[config.mk]
export PLATFORM = sky130hd
export DESIGN_NAME = sad_min_search_flat
export DESIGN_NICKNAME = d
export VERILOG_FILES = /design/src/rtl/sad_min_search_if.sv /design/src/rtl/sad_min_search.sv /design/src/flat_wrapper.sv
export SDC_FILE = /design/constraint.sdc
export NUM_CORES = 1
export LEC_CHECK = 0
export BUFFER_PORTS_ARGS = -buffer_cell sky130_fd_sc_hd__buf_2
export CORE_MARGIN = 10
export CORE_UTILIZATION = 51
export DETAILED_ROUTE_END_ITERATION = 8
export PLACE_DENSITY = 0.75
export SLEW_MARGIN = 15
export SYNTH_ARGS = -nofsm -noshare
export SYNTH_HDL_FRONTEND = slang
export SYNTH_SLANG_ARGS = --single-unit
[constraint.sdc]
create_clock -name clk -period 2.81 [get_ports clk]
set_input_delay 0.1405 -clock clk [delete_from_list [all_inputs] [get_ports clk]]
set_output_delay 0.1405 -clock clk [all_outputs]
set_load 0.02 [all_outputs]
[src/rtl/sad_min_search_if.sv]
// Handshake bundle between the SAD array, the minimum-search block and the
// motion-vector writeback logic. The master side drives scan control and the
// candidate stream; the slave side (sad_min_search) returns status and results.
interface sad_min_search_if;
  logic              start;
  logic              mad_valid;
  logic [11:0]       mad;
  logic              busy;
  logic              done;
  logic [11:0]       best_sad;
  logic signed [4:0] mv_x;
  logic signed [4:0] mv_y;

  modport master (
    output start, mad_valid, mad,
    input  busy, done, best_sad, mv_x, mv_y
  );

  modport slave (
    input  start, mad_valid, mad,
    output busy, done, best_sad, mv_x, mv_y
  );
endinterface

[src/rtl/sad_min_search.sv]
// Minimum-SAD search over one (2*RANGE+1)^2 candidate window arriving in
// raster order. Tracks the smallest SAD and its (x,y) index, then reports the
// best SAD and the signed motion vector with a one-cycle done pulse.
module sad_min_search #(
  parameter int RANGE = 7
) (
  input  logic            clk,
  input  logic            rst,
  sad_min_search_if.slave s_if
);

  localparam int                DATA_W = 12;
  localparam logic [3:0]        LAST   = 4'(2 * RANGE);
  localparam logic signed [4:0] OFFS   = 5'(RANGE);

  typedef enum logic {
    S_IDLE = 1'b0,
    S_SCAN = 1'b1
  } state_t;

  // Window index (0..2*RANGE) to signed offset around the window centre.
  function automatic logic signed [4:0] idx_to_mv(input logic [3:0] idx);
    logic signed [4:0] v;
    v = $signed({1'b0, idx}) - OFFS;
    return v;
  endfunction

  state_t                   r_state;
  state_t                   w_next_state;
  logic [3:0]               r_x;
  logic [3:0]               r_y;
  logic [DATA_W-1:0]        r_run_best_p0;
  logic [3:0]               r_bx_p0;
  logic [3:0]               r_by_p0;
  logic                     r_vld_p1;
  logic [DATA_W-1:0]        r_best_sad_p1;
  logic signed [4:0]        r_mv_x_p1;
  logic signed [4:0]        r_mv_y_p1;

  logic                     w_accept;
  logic                     w_first;
  logic                     w_last;
  logic                     w_take;
  logic [DATA_W-1:0]        w_new_best;
  logic [3:0]               w_new_bx;
  logic [3:0]               w_new_by;

  // A candidate is consumed only while scanning with mad_valid high.
  assign w_accept = (r_state == S_SCAN) && s_if.mad_valid;
  assign w_first  = (r_x == 4'd0) && (r_y == 4'd0);
  assign w_last   = (r_x == LAST) && (r_y == LAST);

  // First candidate always loads (so 12'hFFF is captured); later ones only on
  // strictly smaller SAD, which keeps the earliest candidate on ties.
  assign w_take     = w_first || (s_if.mad < r_run_best_p0);
  assign w_new_best = w_take ? s_if.mad : r_run_best_p0;
  assign w_new_bx   = w_take ? r_x : r_bx_p0;
  assign w_new_by   = w_take ? r_y : r_by_p0;

  // State register.
  always_ff @(posedge clk) begin
    if (rst) r_state <= S_IDLE;
    else     r_state <= w_next_state;
  end

  // Next-state logic: start is only honoured from IDLE; the last accepted
  // candidate ends the scan.
  always_comb begin
    w_next_state = r_state;
    case (r_state)
      S_IDLE: if (s_if.start) w_next_state = S_SCAN;
      S_SCAN: if (w_accept && w_last) w_next_state = S_IDLE;
      default: w_next_state = S_IDLE;
    endcase
  end

  // Raster x/y counters: cleared on start, advanced per accepted candidate,
  // wrapped back to the origin after the last one.
  always_ff @(posedge clk) begin
    if (rst) begin
      r_x <= 4'd0;
      r_y <= 4'd0;
    end else if ((r_state == S_IDLE) && s_if.start) begin
      r_x <= 4'd0;
      r_y <= 4'd0;
    end else if (w_accept) begin
      if (w_last) begin
        r_x <= 4'd0;
        r_y <= 4'd0;
      end else if (r_x == LAST) begin
        r_x <= 4'd0;
        r_y <= r_y + 4'd1;
      end else begin
        r_x <= r_x + 4'd1;
      end
    end
  end

  // ---- stage p0: running minimum (data only, first candidate reinitialises) ----
  // Running best SAD and its index, updated per accepted candidate.
  always_ff @(posedge clk) begin
    if (w_accept) begin
      r_run_best_p0 <= w_new_best;
      r_bx_p0       <= w_new_bx;
      r_by_p0       <= w_new_by;
    end
  end

  // ---- stage p1: result registers, loaded only when a window completes ----
  // Done pulse accompanies the result load.
  always_ff @(posedge clk) begin
    if (rst) r_vld_p1 <= 1'b0;
    else     r_vld_p1 <= w_accept && w_last;
  end

  // Published results; held until the next completed window.
  always_ff @(posedge clk) begin
    if (rst) begin
      r_best_sad_p1 <= {DATA_W{1'b1}};
      r_mv_x_p1     <= 5'sd0;
      r_mv_y_p1     <= 5'sd0;
    end else if (w_accept && w_last) begin
      r_best_sad_p1 <= w_new_best;
      r_mv_x_p1     <= idx_to_mv(w_new_bx);
      r_mv_y_p1     <= idx_to_mv(w_new_by);
    end
  end

  assign s_if.busy     = (r_state == S_SCAN);
  assign s_if.done     = r_vld_p1;
  assign s_if.best_sad = r_best_sad_p1;
  assign s_if.mv_x     = r_mv_x_p1;
  assign s_if.mv_y     = r_mv_y_p1;

endmodule

[src/flat_wrapper.sv]
// flat-port wrapper written by rule: the top's interface ports become plain ports
module sad_min_search_flat 
#(
  parameter int RANGE = 7
)
  (clk, rst, s_if_start, s_if_mad_valid, s_if_mad, s_if_busy, s_if_done, s_if_best_sad, s_if_mv_x, s_if_mv_y);
  sad_min_search_if s_if_i ();
  input  logic clk;
  input  logic rst;
  input wire logic [$bits(s_if_i.start)-1:0] s_if_start;
  input wire logic [$bits(s_if_i.mad_valid)-1:0] s_if_mad_valid;
  input wire logic [$bits(s_if_i.mad)-1:0] s_if_mad;
  output wire logic [$bits(s_if_i.busy)-1:0] s_if_busy;
  output wire logic [$bits(s_if_i.done)-1:0] s_if_done;
  output wire logic [$bits(s_if_i.best_sad)-1:0] s_if_best_sad;
  output wire logic [$bits(s_if_i.mv_x)-1:0] s_if_mv_x;
  output wire logic [$bits(s_if_i.mv_y)-1:0] s_if_mv_y;
  assign s_if_i.start = s_if_start;
  assign s_if_i.mad_valid = s_if_mad_valid;
  assign s_if_i.mad = s_if_mad;
  assign s_if_busy = s_if_i.busy;
  assign s_if_done = s_if_i.done;
  assign s_if_best_sad = s_if_i.best_sad;
  assign s_if_mv_x = s_if_i.mv_x;
  assign s_if_mv_y = s_if_i.mv_y;
  sad_min_search #(.RANGE(RANGE)) u_core (.clk(clk), .rst(rst), .s_if(s_if_i));
endmodule
Word-level counts from Yosys, hierarchy flattened
Cells that the tools add are included.
{ "word_totals": {"ff_bits": 52, "in_bits": 16, "output_inout_bits": 24, "word_cells": 39} }
{ "classes": {"addsub": 4, "magnitude_cmp": 1, "n_eq_ne": 2, "n_mux": 10, "n_bitwise": 1, "n_reduce_logical": 11} }
{ "ops": {"columns": ["operator", "count"], "rows": [
  ["4-bit two-way mux", 6],
  ["12-bit less-than comparator", 1],
  ["12-bit two-way mux", 1],
  ["4-bit by 3-bit subtractor with 5-bit output (second input constant)", 2],
  ["4-bit by 1-bit adder with 4-bit output (second input constant)", 2],
  ["4-bit == test (second input constant)", 2],
  ["4-bit zero test", 2],
  ["1-bit logical AND", 5],
  ["1-bit two-way mux", 2],
  ["1-bit one-hot mux with 2 select lines", 1],
  ["2-bit AND reduction", 1],
  ["2-bit nonzero test", 1],
  ["2-bit OR reduction", 1],
  ["1-bit logical OR", 1],
  ["1-bit NOT", 1]
]} }

Logic depth before layout (Yosys ltp)
{ "depth": {"depth_word": 5, "ltp_mapped": 12, "ltp_nobuf": 11} }

Worst setup path after synthesis
OpenSTA, ideal clock, no wires.
{ "synth_path": {"path_type": "reg2reg", "startpoint": "register u_core.r_run_best_p0[11]", "endpoint": "register u_core.r_mv_y_p1[2], in the netlist u_core.s_if.mv_y[2]", "setup_ns": 0.079, "arrival_time_ns": 2.550, "required_time_ns": 2.731, "setup_slack_ns": 0.181, "stages_incl_launch_ff": 12, "path_buffers": 1, "synth_period_minus_slack_ns": 2.629, "cell_sequence": "edfxtp_1 -> inv_1 -> ha_1 -> and4_1 -> nand2_1 -> o32a_4 -> a21boi_4 -> buf_8 -> mux2_4 -> ha_1 -> a2111o_1 -> o211ai_1"} }
{ "synth_via": {"elab_chain_cells": 4} }
{ "synth_lines": {"columns": ["element", "line_no", "text"], "rows": [
  ["from (decl)", "sad_min_search.sv:32", "logic [DATA_W-1:0] r_run_best_p0;"],
  ["from (signal assigned)", "sad_min_search.sv:103", "r_run_best_p0 <= w_new_best;"],
  ["12-bit less-than comparator", "sad_min_search.sv:55", "assign w_take = w_first || (s_if.mad < r_run_best_p0);"],
  ["1-bit logical OR", "sad_min_search.sv:55", null],
  ["4-bit two-way mux", "sad_min_search.sv:58", "assign w_new_by = w_take ? r_y : r_by_p0;"],
  ["named net u_core.w_new_by[0]", "sad_min_search.sv:46", "logic [3:0] w_new_by;"],
  ["4-bit by 3-bit subtractor with 5-bit output", "sad_min_search.sv:24", "v = $signed({1'b0, idx}) - OFFS;"],
  ["to (signal assigned)", "sad_min_search.sv:125", "r_mv_y_p1 <= idx_to_mv(w_new_by);"],
  ["to (decl)", "sad_min_search.sv:38", "logic signed [4:0] r_mv_y_p1;"]
]} }
The timed path passes the listed nets, and every way through them passes these cells.
A chain may end at the register's enable or synchronous reset.

Worst setup path after layout
{ "layout_path": {"startpoint": "register u_core.r_run_best_p0[10]", "endpoint": "register u_core.r_best_sad_p1[10], in the netlist u_core.s_if.best_sad[10]"} }
{ "layout_via": {"elab_chain_cells": 3} }
{ "layout_lines": {"columns": ["element", "line_no", "text"], "rows": [
  ["12-bit less-than comparator", "sad_min_search.sv:55", null],
  ["1-bit logical OR", "sad_min_search.sv:55", null],
  ["12-bit two-way mux (*)", "sad_min_search.sv:56", "assign w_new_best = w_take ? s_if.mad : r_run_best_p0;"],
  ["named net u_core.w_new_best[10]", "sad_min_search.sv:44", "logic [DATA_W-1:0] w_new_best;"],
  ["to (signal assigned)", "sad_min_search.sv:119", "r_best_sad_p1 <= {DATA_W{1'b1}};"],
  ["to (signal assigned)", "sad_min_search.sv:123", "r_best_sad_p1 <= w_new_best;"],
  ["to (decl)", "sad_min_search.sv:36", "logic [DATA_W-1:0] r_best_sad_p1;"]
]} }
The timed path passes the listed nets; every way through them passes the cells marked *.

==> impl_summary.txt <==
----------------------------------------------------
[Run status]
  Outcome ... finished, final reports clean

[Synthesis]
  Cell types with the largest area share after synthesis ... sky130_fd_sc_hd__dfxtp_1 (24%), sky130_fd_sc_hd__edfxtp_1 (22%), sky130_fd_sc_hd__ha_1 (8.8%), sky130_fd_sc_hd__mux2_4 (6.1%), sky130_fd_sc_hd__o31a_1 (3.9%)
  Ys async rst share ... 0%
  Unique cell type count in the Yosys netlist ... 41
  Seq/Total Area, Yosys ... 46.2%
  Cell count after synthesis ... 248
  Synth top area share ... 23.8%
  Cell Area, Synth ... 2690 sq um
  Post-synth top cells ... sky130_fd_sc_hd__dfxtp_1 (32), sky130_fd_sc_hd__nand2_1 (22), sky130_fd_sc_hd__edfxtp_1 (20)
  Synth Area per Inst ... 10.8 sq um
  Commonest register cell after synthesis ... sky130_fd_sc_hd__dfxtp_1
  Post-synth top area cell ... sky130_fd_sc_hd__dfxtp_1
  Count of synthesis-stage warnings from yosys ... 0
  Net count of the mapped netlist ... 283
  Flops & latches, synth ... 52
  Post-synth EDFFs ... 20
  Most common cell in the netlist ... sky130_fd_sc_hd__dfxtp_1

[Flow run]
  Max Cap Viol ... 0

[Floorplanning]
  Starting density of the core ... 52.6%
  Width of the die ... 92.6 um
  Count of pins on the block boundary ... 40
  Vertical extent of the die ... 92.6 um
  Die outline area ... 8570 sq um
  Number of rows created at floorplan ... 26
  CORE AREA ... 5110 sq um

[Clock tree]
  Buffer levels on the longest clock path ... 2
  Number of clock sinks ... 52
  Number of buffers added to fix hold violations after cts ... 0
  Inserted Clock Buffers ... 5
  H-tree depth ... 2
  Clock-pin transition on the worst setup and hold timing paths ... 90 ps
  Skew-Pair Late Insertion Delay ... 300 ps
  Clock tree from TritonCTS ... built
  Clk Tree Root Cell ... sky130_fd_sc_hd__clkbuf_8

[Detailed routing]
  Vias post-DR ... 1,965
  First drt pass iteration count ... 4
  Initial DRC Count ... 97
  DRC errors left ... 0
  Per-cell routed wire length ... 15.5 um
  Sum of routed wire length over all layers ... 5.61 mm
  Vias per Instance ... 5.43
  Number of nets still failing antenna checks after routing ... 0

[Timing]
  Peak Freq ... 376 MHz
  Number of max-slew violations in the final report ... 0
  Unrepaired setup endpoints after global routing ... yes
  Worst-case headroom to the max-slew limit ... 46.6%
  Hold Violations, Final ... 0
  Post-route fraction of the period consumed by the critical path ... 94.6%
  Post-route worst setup slack ... 151 ps
  Final setup vio count ... 0
  Post-route minimum period ... 2660 ps
  Transition time at the pin with the least slew margin ... 801 ps
  Post-route clock skew ... 3.60 ps

[GRT]
  Via count of the first global-routing pass ... 1,981
  Total Routing Usage GR ... 13.3%
  GR Util met3 ... 3.87%
  Global routing usage on met2 ... 22.2%
  Grt met1 use ... 16.5%
  Largest net degree at the start of global routing ... 43
  Total grt overflow ... 0
  Number of antenna violations at the first check in global routing ... 0
  Wire length of the first global-routing pass ... 9.45 mm
  Most Crowded Layer GR ... met2

[Finish]
  Area growth from synthesis to layout ... 14.0%
  Number of antenna diodes ... 0
  Nets@finish ... 326
  Layout cells sized above 1 ... 25.7%
  Number of filler instances in the final layout ... 452

[Pwr]
  Final Total Pwr ... 0.00136 W
  VDD IR max ... 231 uV
  Leakage ... 1.23 nW
  P per Cell Area ... 445 nW/um^2

[Min path]
  Hold Path Depth ... 3
  Class of the tightest hold or removal check ... primary input to register
  Start point of the worst hold path ... s_if_start
  Hold Path Sink ... u_core.s_if.busy$_SDFF_PP0_

[Worst setup path]
  Arrival time worst endpoint ... 2860 ps
  Highest fanout seen on the critical path ... 13
  Data required time at the worst endpoint ... 3010 ps
  Worst reg2reg path endpoint ... u_core.s_if.best_sad[10]$_SDFFE_PP1P_
  Reg2reg path depth ... 9
  Startpoint of the worst register-to-register path ... u_core.r_run_best_p0[10]$_DFFE_PP_
  R2R setup slack ... 150 ps
  Critical path class ... register to register
  Critical Path End Type ... register
  Worst setup SP type ... register

[Placement]
  DP Wirelength ... 4.11 mm
  Port Buffers ... 39
  Global placement routability congestion ... 0.809
  Worst setup timing slack at the placement stage ... 145 ps

----------------------------------------------------
==> what timing repair did <==
item | in CTS | in global routing
setup buffers | 0 | 2
resized for setup | 0 | 1
endpoints found under the setup margin | 0 | 16
==> power breakdown <==
group	switching [W]	total (W)	internal [W]	leakage, nW
registers	0.00000886	0.000805	0.000796	0.446
logic	0.0000678	0.000125	0.0000574	0.739
clock network	0.000232	0.000433	0.000201	0.0455
total	0.000308	0.00136	0.00105	1.23
==> state kept, by name, indices dropped and copies added (netlist names) <==
name                  flops
u_core.r_bx_p0            4
u_core.r_by_p0            4
u_core.r_run_best_p0     12
u_core.r_x                4
u_core.r_y                4
u_core.s_if.best_sad     12
u_core.s_if.busy          1
u_core.s_if.done          1
u_core.s_if.mv_x          5
u_core.s_if.mv_y          5
==> cell families after synthesis <==
group / after synthesis / share of synthesized area (%)
compound gates: 53 / 15.6
xor+xnor: 7 / 2.28
fa+ha+maj: 19 / 8.85
buf+inv: 30 / 4.89
flops: 52 / 46.2
mux: 17 / 8.62
simple gates: 70 / 13.5
==> metal layers <==
layer  vias up  share of wire [%]
li1        993                  -
met2        40                 47
met4         0               0.94
met3         6                5.5
met5         -                  0
met1       926                 46
==> layout by cell type (no fill, tap or decap), types with 7 or more instances in the layout <==
cell type                  instances
sky130_fd_sc_hd__a21oi_1          12
sky130_fd_sc_hd__buf_2            39
sky130_fd_sc_hd__buf_4             8
sky130_fd_sc_hd__dfxtp_1          32
sky130_fd_sc_hd__edfxtp_1         20
sky130_fd_sc_hd__ha_1             19
sky130_fd_sc_hd__inv_1            19
sky130_fd_sc_hd__mux2_4           11
sky130_fd_sc_hd__nand2_1          22
sky130_fd_sc_hd__nand3_1           7
sky130_fd_sc_hd__nor2_1           12
sky130_fd_sc_hd__o21ai_0           7
sky130_fd_sc_hd__o31a_1           12
sky130_fd_sc_hd__or3_1            14
==> stage by stage <==
| step | cells | utilization (%) | setup TNS, ps | hold WS (ps) | area [sq um] |
|---|---|---|---|---|---|
| detailed placement | 352 | 57.8 | 0 | 405 | 2950 |
| global placement | 352 | 57.8 | 0 | 399 | 2950 |
| CTS | 360 | 59.6 | 0 | 88.6 | 3040 |
| global route | 362 | 59.9 | -2.47 | 122 | 3060 |
| floorplan | 248 | - | 0 | 292 | 2690 |
| finish | 362 | 59.9 | 0 | 98.5 | 3060 |
==> worst max path at each step <==
| stage | to | depth (start not counted) | slack [ps] | from |
|---|---|---|---|---|
| after floorplan | u_core.s_if.mv_y[2]$_SDFFE_PP0P_ | 11 | 180 | u_core.r_run_best_p0[11]$_DFFE_PP_ |
| after global placement | u_core.s_if.best_sad[9]$_SDFFE_PP1P_ | 9 | 190 | u_core.r_run_best_p0[11]$_DFFE_PP_ |
| after detailed placement | u_core.s_if.best_sad[9]$_SDFFE_PP1P_ | 9 | 140 | u_core.r_run_best_p0[10]$_DFFE_PP_ |
| final | u_core.s_if.best_sad[10]$_SDFFE_PP1P_ | 9 | 150 | u_core.r_run_best_p0[10]$_DFFE_PP_ |
| after CTS | u_core.s_if.best_sad[10]$_SDFFE_PP1P_ | 9 | 100 | u_core.r_run_best_p0[10]$_DFFE_PP_ |
| after global routing | u_core.s_if.best_sad[10]$_SDFFE_PP1P_ | 9 | -2 | u_core.r_run_best_p0[10]$_DFFE_PP_ |
==> layout make-up <==
cell class / count / area (sq um) / share of cell area (%)
clock buffers: 8 / 90.1 / 2.94
inverters: 19 / 71.3 / 2.33
multi-input cells: 166 / 1320 / 43.0
flip-flops and latches: 52 / 1240 / 40.5
well taps: 70 / 87.6 / 2.86
repair buffers: 47 / 255 / 8.34
==> worst max-delay path, cell delays in order (launching register included) <==
cell,delay (ps)
sky130_fd_sc_hd__edfxtp_1,360
sky130_fd_sc_hd__inv_1,50
sky130_fd_sc_hd__ha_1,290
sky130_fd_sc_hd__and4_4,230
sky130_fd_sc_hd__nand2_1,80
sky130_fd_sc_hd__o32a_4,350
sky130_fd_sc_hd__a21boi_4,230
sky130_fd_sc_hd__buf_4,300
sky130_fd_sc_hd__mux2_2,370
sky130_fd_sc_hd__o31a_1,280
Power figures use the tool's default switching activity.
